`src/rtl/cpu_step_ctrl.sv`:
```
`default_nettype none
`timescale 1ns/1ps
// ============================================================================
// Module  : cpu_step_ctrl
// Brief   : Run/pause/single-step/breakpoint sequencer producing a registered
//           one-cycle clock enable (cpu_ce) for the MIPS core.
//           Optional build macro: STEP_CTRL_AUTOREPEAT_EN (hold-to-repeat step).
// Revision: 1.0
// ============================================================================
module cpu_step_ctrl #(
  parameter int unsigned DEBOUNCE_CYCLES = 1000000,
  parameter int unsigned RUN_DIV         = 100000000,
  parameter int unsigned PC_W            = 32
`ifdef STEP_CTRL_AUTOREPEAT_EN
  ,
  parameter int unsigned HOLD_CYCLES     = 50000000
`endif
) (
  input  logic            CLK,
  input  logic            reset_n,
  input  logic            run_sw,
  input  logic            step_btn,
  input  logic [1:0]      rate_sel,
  input  logic [PC_W-1:0] pc,
  input  logic [PC_W-1:0] bp_addr,
  input  logic            bp_en,
  output logic            cpu_ce,
  output logic            halted,
  output logic [1:0]      state,
  output logic            bp_hit,
  output logic [31:0]     ce_count
);

  localparam int unsigned DB_W  = (DEBOUNCE_CYCLES > 1) ? $clog2(DEBOUNCE_CYCLES) : 1;
  localparam int unsigned DIV_W = (RUN_DIV > 1) ? $clog2(RUN_DIV) : 1;

  localparam logic [DB_W-1:0]  c_db_last   = DB_W'(DEBOUNCE_CYCLES - 1);
  localparam logic [DIV_W-1:0] c_term_div1 = DIV_W'(RUN_DIV - 1);
  localparam logic [DIV_W-1:0] c_term_div2 = DIV_W'(RUN_DIV / 10 - 1);
  localparam logic [DIV_W-1:0] c_term_div3 = DIV_W'(RUN_DIV / 100 - 1);

  localparam logic [1:0] c_pause = 2'd0;
  localparam logic [1:0] c_run   = 2'd1;
  localparam logic [1:0] c_step  = 2'd2;
  localparam logic [1:0] c_break = 2'd3;

  logic             r_run_s1, r_run_s;
  logic             r_step_s1, r_step_s;
  logic [DB_W-1:0]  r_db_cnt;
  logic             r_step_db, r_step_db_d;
  logic [1:0]       r_rate_q;
  logic [DIV_W-1:0] r_div_cnt;
  logic [1:0]       r_state;
  logic             r_cpu_ce, r_halted, r_bp_hit, r_need_rel;
  logic [31:0]      r_ce_count;

  logic             w_step_req, w_tick, w_rate_chg, w_div_run, w_div_clr;
  logic [DIV_W-1:0] w_term;
  logic [1:0]       w_state_nx;
  logic             w_ce_nx, w_bp_set, w_bp_clr;

  // Two-flop synchronisers and step debounce
  always_ff @(posedge CLK or negedge reset_n) begin
    if (!reset_n) begin
      r_run_s1    <= 1'b0;
      r_run_s     <= 1'b0;
      r_step_s1   <= 1'b0;
      r_step_s    <= 1'b0;
      r_db_cnt    <= '0;
      r_step_db   <= 1'b0;
      r_step_db_d <= 1'b0;
    end else begin
      r_run_s1    <= run_sw;
      r_run_s     <= r_run_s1;
      r_step_s1   <= step_btn;
      r_step_s    <= r_step_s1;
      r_step_db_d <= r_step_db;
      if (r_step_s != r_step_db) begin
        if (r_db_cnt == c_db_last) begin
          r_step_db <= r_step_s;
          r_db_cnt  <= '0;
        end else begin
          r_db_cnt  <= r_db_cnt + DB_W'(1);
        end
      end else begin
        r_db_cnt <= '0;
      end
    end
  end

  always_comb begin
    w_term = '0;
    case (rate_sel)
      2'b00:   w_term = c_term_div1;
      2'b01:   w_term = c_term_div2;
      2'b10:   w_term = c_term_div3;
      default: w_term = '0;
    endcase
  end

  assign w_rate_chg = (rate_sel != r_rate_q);

`ifdef STEP_CTRL_AUTOREPEAT_EN
  localparam int unsigned HOLD_W = $clog2(HOLD_CYCLES + 1);

  logic [HOLD_W-1:0] r_hold_cnt;
  logic              w_hold_on;

  assign w_hold_on = (r_hold_cnt == HOLD_W'(HOLD_CYCLES));

  // Hold time accumulates across the STEP/PAUSE/BREAK cycles of a long press
  always_ff @(posedge CLK or negedge reset_n) begin
    if (!reset_n) begin
      r_hold_cnt <= '0;
    end else if (!r_step_db || (r_state == c_run)) begin
      r_hold_cnt <= '0;
    end else if (!w_hold_on) begin
      r_hold_cnt <= r_hold_cnt + HOLD_W'(1);
    end
  end

  assign w_div_run  = (r_state == c_run) | w_hold_on;
  assign w_step_req = (r_step_db & ~r_step_db_d) | (w_hold_on & w_tick);
`else
  assign w_div_run  = (r_state == c_run);
  assign w_step_req = r_step_db & ~r_step_db_d;
`endif

  // A rate change restarts the period, so no tick is taken on the change cycle
  assign w_tick    = w_div_run & ~w_rate_chg & (r_div_cnt == w_term);
  assign w_div_clr = ~w_div_run | w_rate_chg | w_tick |
                     ((r_state == c_run) & (w_state_nx != c_run));

  always_ff @(posedge CLK or negedge reset_n) begin
    if (!reset_n) begin
      r_rate_q  <= 2'b00;
      r_div_cnt <= '0;
    end else begin
      r_rate_q  <= rate_sel;
      r_div_cnt <= w_div_clr ? '0 : (r_div_cnt + DIV_W'(1));
    end
  end

  always_comb begin
    w_state_nx = r_state;
    w_ce_nx    = 1'b0;
    w_bp_set   = 1'b0;
    w_bp_clr   = 1'b0;
    case (r_state)
      c_pause: begin
        if (r_run_s && !r_need_rel) begin
          w_state_nx = c_run;
          w_bp_clr   = 1'b1;
        end else if (w_step_req) begin
          w_state_nx = c_step;
        end
      end
      c_run: begin
        if (!r_run_s) begin
          w_state_nx = c_pause;
        end else if (w_tick) begin
          if (bp_en && (pc == bp_addr)) begin
            w_state_nx = c_break;
            w_bp_set   = 1'b1;
          end else begin
            w_ce_nx = 1'b1;
          end
        end
      end
      c_step: begin
        w_ce_nx    = 1'b1;
        w_state_nx = c_pause;
      end
      default: begin
        if (!r_run_s) begin
          w_state_nx = c_pause;
        end else if (w_step_req) begin
          w_state_nx = c_step;
        end
      end
    endcase
  end

  // r_need_rel forces a run-switch release after a breakpoint before RUN resumes
  always_ff @(posedge CLK or negedge reset_n) begin
    if (!reset_n) begin
      r_state    <= c_pause;
      r_cpu_ce   <= 1'b0;
      r_halted   <= 1'b1;
      r_bp_hit   <= 1'b0;
      r_need_rel <= 1'b0;
      r_ce_count <= '0;
    end else begin
      r_state    <= w_state_nx;
      r_cpu_ce   <= w_ce_nx;
      r_halted   <= (w_state_nx != c_run);
      r_ce_count <= r_ce_count + 32'(r_cpu_ce);
      if (w_bp_set) begin
        r_bp_hit <= 1'b1;
      end else if (w_bp_clr) begin
        r_bp_hit <= 1'b0;
      end
      if (w_bp_set) begin
        r_need_rel <= 1'b1;
      end else if (!r_run_s) begin
        r_need_rel <= 1'b0;
      end
    end
  end

  assign cpu_ce   = r_cpu_ce;
  assign halted   = r_halted;
  assign state    = r_state;
  assign bp_hit   = r_bp_hit;
  assign ce_count = r_ce_count;

endmodule

`default_nettype wire

```
`config.mk`:
```
export PLATFORM = sky130hd
export DESIGN_NAME = cpu_step_ctrl
export DESIGN_NICKNAME = d
export VERILOG_FILES = /design/src/rtl/cpu_step_ctrl.sv
export SDC_FILE = /design/constraint.sdc
export NUM_CORES = 1
export LEC_CHECK = 0
export CAP_MARGIN = 20
export CORE_MARGIN = 1
export CORE_UTILIZATION = 51
export DETAILED_ROUTE_END_ITERATION = 10
export GPL_TIMING_DRIVEN = 0
export PLACE_DENSITY = 0.92
export SETUP_SLACK_MARGIN = 0.3
export SLEW_MARGIN = 30
export SYNTH_ARGS = -nofsm -noshare
export SYNTH_HDL_FRONTEND = slang
export SYNTH_SLANG_ARGS = --single-unit
```
`constraint.sdc`:
```
create_clock -name CLK -period 2.4 [get_ports CLK]
set_input_delay 0.6 -clock CLK [delete_from_list [all_inputs] [get_ports CLK]]
set_output_delay 0.6 -clock CLK [all_outputs]
set_load 0.02 [all_outputs]
```
==> impl_metrics.env <==
export IMPL_status="finished clean"
export IMPL_r2r_end="r_div_cnt[9]$_DFF_PN0_"
export IMPL_path_depth=9
export IMPL_critPathMaxStageDelay_ps=430
export IMPL_fin_nets=697
export IMPL_cp_end_kind="register"
export IMPL_grt_pass1_vias=4027
export IMPL_wl_microns=11100
export IMPL_drt_iter0_markers=229
export IMPL_drt_pass1_iterations=4
export IMPL_drc_errors=0
export IMPL_gp_congestion=0.870
export IMPL_cap_violations=0
export IMPL_grt_use_total_pct=22.8
export IMPL_num_vias=4102
export IMPL_wl_met3_microns=494
export IMPL_clock_latency_ps=360
export IMPL_root_buffer="clkbuf_8"
export IMPL_m1WireLength_microns=4580
export IMPL_syn_area_per_cell_sq_um=10.1
export IMPL_leakage_nw=2.72
export IMPL_htreeDepth=3
export IMPL_synthCells=488
export IMPL_num_fill_cells=644
export IMPL_post_route_period_util_pct=87.8
export IMPL_ios=108
export IMPL_cts_sinks=93
export IMPL_die_height_microns=100
export IMPL_clk_pin_slew_ps=90
export IMPL_async_flop_share_pct=100
export IMPL_cp_top_family="simple AND/OR/NAND/NOR gates"
export IMPL_hpwl_microns=7990
export IMPL_seq_area_sq_mm=0.00233
export IMPL_overflow=0
export IMPL_start_util_pct=53.0
export IMPL_r2r_start="r_div_cnt[2]$_DFF_PN0_"
export IMPL_ir_drop_v=0.000239
export IMPL_crit_slowest_cell="and4bb_4"
export IMPL_synth_seq_cells=93
export IMPL_cp_data_arrival_time_ps=2360
export IMPL_reg2reg_depth=7
export IMPL_portBuffers=107
export IMPL_fin_total_pwr_mw=3.23
export IMPL_cp_start_kind="input port"
export IMPL_synth_edf_count=0
export IMPL_power_density_mw_per_mm2=485
export IMPL_r2r_slack_ps=350
export IMPL_rsz0062_at_grt="yes"
export IMPL_clock_fmax_mhz=474
export IMPL_rows=35
export IMPL_core_region_area_sq_mm=0.00928
export IMPL_antenna_found_initial=0
export IMPL_yosysUniqueCellTypes=44
export IMPL_wl_per_cell_microns=14.8
export IMPL_final_setup_viol_count=0
export IMPL_fin_crit_ps=2110
export IMPL_grt_max_degree=64
export IMPL_hp_class="in2async"
export IMPL_cts_tree="yes"
export IMPL_synth_net_count=572
export IMPL_die_w_microns=100
export IMPL_final_hold_viol_count=0
export IMPL_drtAntennaViolNets=0
export IMPL_ys_seq_area_share_pct=47.3
export IMPL_grt_pass1_wl_microns=18100
export IMPL_cp_max_fo=5
export IMPL_cp_buffers_inverters=3
export IMPL_path_cells="buf_8 > inv_12 > ha_4 > nand2_1 > a2111o_1 > or3_1 > and4bb_4 > clkbuf_16 > nor3_1"
export IMPL_cts_buffers=9
export IMPL_vias_per_cell=5.49
export IMPL_report_final_slew_viol_count=0
export IMPL_clock_tree_buffer_depth=2
export IMPL_dr_wl_met2_microns=5790
export IMPL_ys_warn_count=0
export IMPL_fin_skew_ps=13.6
export IMPL_dieArea_sq_mm=0.0101
export IMPL_synth_area_sq_mm=0.00492
export IMPL_max_slew_worst_pin_slew_ps=541
export IMPL_max_slew_margin_rel_pct=63.7
export IMPL_worstSetupPathType="in2reg"
export IMPL_area_growth_syn_to_layout_pct=35.0
export IMPL_synth_top_flop_cell="dfrtp_1"
export IMPL_diodes=0
export IMPL_required_ps=2650
export IMPL_drive_above_1_share_pct=11.2
export IMPL_multiInputGateArea_sq_mm=0.00263
export IMPL_maxUsedRoutingLayer="met4"
export IMPL_cp_startpoint="rate_sel[1]"
export IMPL_fin_setup_tns_ps=0
what timing repair did:
item,in CTS,in global routing
hold buffers,0,0
pin swaps,2,5
setup endpoints to repair,35,57
cloned,0,1
gates resized for setup,23,26
buffers inserted,2,3
state kept, by name (all words and copies together), names as in the netlist:
name and flops:
r_step_s 1, r_rate_q 2, state 2, r_step_db 1
r_db_cnt 20, r_div_cnt 27, ce_count 32, r_run_s1 1
bp_hit 1, r_need_rel 1, r_step_s1 1, cpu_ce 1
r_run_s 1, r_step_db_d 1, halted 1
power by group:
| group | internal [mW] | leakage, nW | switching [mW] |
|---|---|---|---|
| clock network | 0.515 | 0.0951 | 0.570 |
| registers | 1.60 | 1.27 | 0.0341 |
| logic | 0.262 | 1.35 | 0.242 |
cell type report:
cell class / count / share of cell area (%)
Sequential cell: 93 / 35.1
Clock inverter: 6 / 1.05
Inverter: 14 / 0.979
Tap cell: 129 / 2.43
Timing Repair Buffer: 114 / 17.6
Clock buffer: 10 / 2.07
Buffer: 13 / 1.24
Multi-Input combinational cell: 368 / 39.6
stage by stage:
step           utilization (%)  std cells  cell area [sq um]  worst slack [ps]  hold slack (ps)
3_5_place_dp              67.4        725               6250              -919              346
5_1_grt                   71.6        747               6650               228              106
4_1_cts                   70.2        743               6520               283             89.0
3_3_place_gp              67.0        724               6220             -2480              335
6_report                  71.6        747               6650               292             98.6
2_1_floorplan                -        488               4990               283              304
cell families (layout without fill, tap and decap cells):
family | count (synthesis) | count (layout) | synth area share (%)
adders and majority gates | 13 | 13 | 3.30
and+or+nand+nor | 220 | 220 | 23.7
xor gates and xnor gates | 109 | 109 | 19.4
muxes | 1 | 1 | 0.229
buffers and inverters | 27 | 157 | 2.62
AOI/OAI and AO/OA | 25 | 25 | 3.48
DFF | 93 | 93 | 47.3
Yosys cell counts (3+ instances only):
cell type	n	share of area [%]
dfrtp_1	92	47
xnor2_1	76	14
nor2_1	44	3.4
nor3_1	37	3.8
xor2_1	33	5.9
nand2_1	32	2.4
nand3_1	28	2.8
nand4_1	24	3.0
and3_1	16	2.0
inv_1	14	1.1
ha_1	13	3.3
clkbuf_1	7	0.53
and2_1	5	0.64
and4_1	5	0.89
nor4_1	5	0.64
o21ai_0	5	0.51
or3_1	5	0.64
buf_2	4	0.41
nor4b_1	4	0.71
a21oi_1	3	0.30
o22ai_1	3	0.38
o31ai_1	3	0.46
how the worst max path moves through the flow:
stage	endpoint	slack, ps
after CTS	halted$_DFF_PN1_	280
after detailed placement	halted$_DFF_PN1_	-920
after floorplan	r_div_cnt[10]$_DFF_PN0_	280
after global placement	r_div_cnt[16]$_DFF_PN0_	-2480
after global routing	r_div_cnt[21]$_DFF_PN0_	230
final	r_div_cnt[9]$_DFF_PN0_	290
worst reg2reg max path, delay by kind of cell (launching register included):
family | cells | cell delay, ps
buf+inv | 2 | 330
simple gates | 5 | 1140
flops | 1 | 480
cells in the final DEF, fill, tap and decap left out, types with 3 or more instances in the layout:
cell type,count
and3_1,15
clkbuf_2,4
o21ai_0,4
dfrtp_1,89
buf_4,5
clkinvlp_4,3
buf_2,5
clkdlybuf4s50_1,102
nand3_1,26
xnor2_1,76
ha_1,10
ha_4,3
nor4_1,5
or3_1,5
nand4_1,24
xor2_1,33
buf_8,3
dfrtp_2,3
nor3_2,4
and2_1,5
nor3_1,32
inv_1,12
nand2_1,31
and4_1,5
clkbuf_8,10
nor2_1,44
metal layers:
metal,vias to the layer above,track usage (%)
li1,1931,-
met1,2009,27.0
met2,136,40.5
met3,26,4.87
met4,0,8.47
met5,-,0
(Power assumes the default switching activity.)
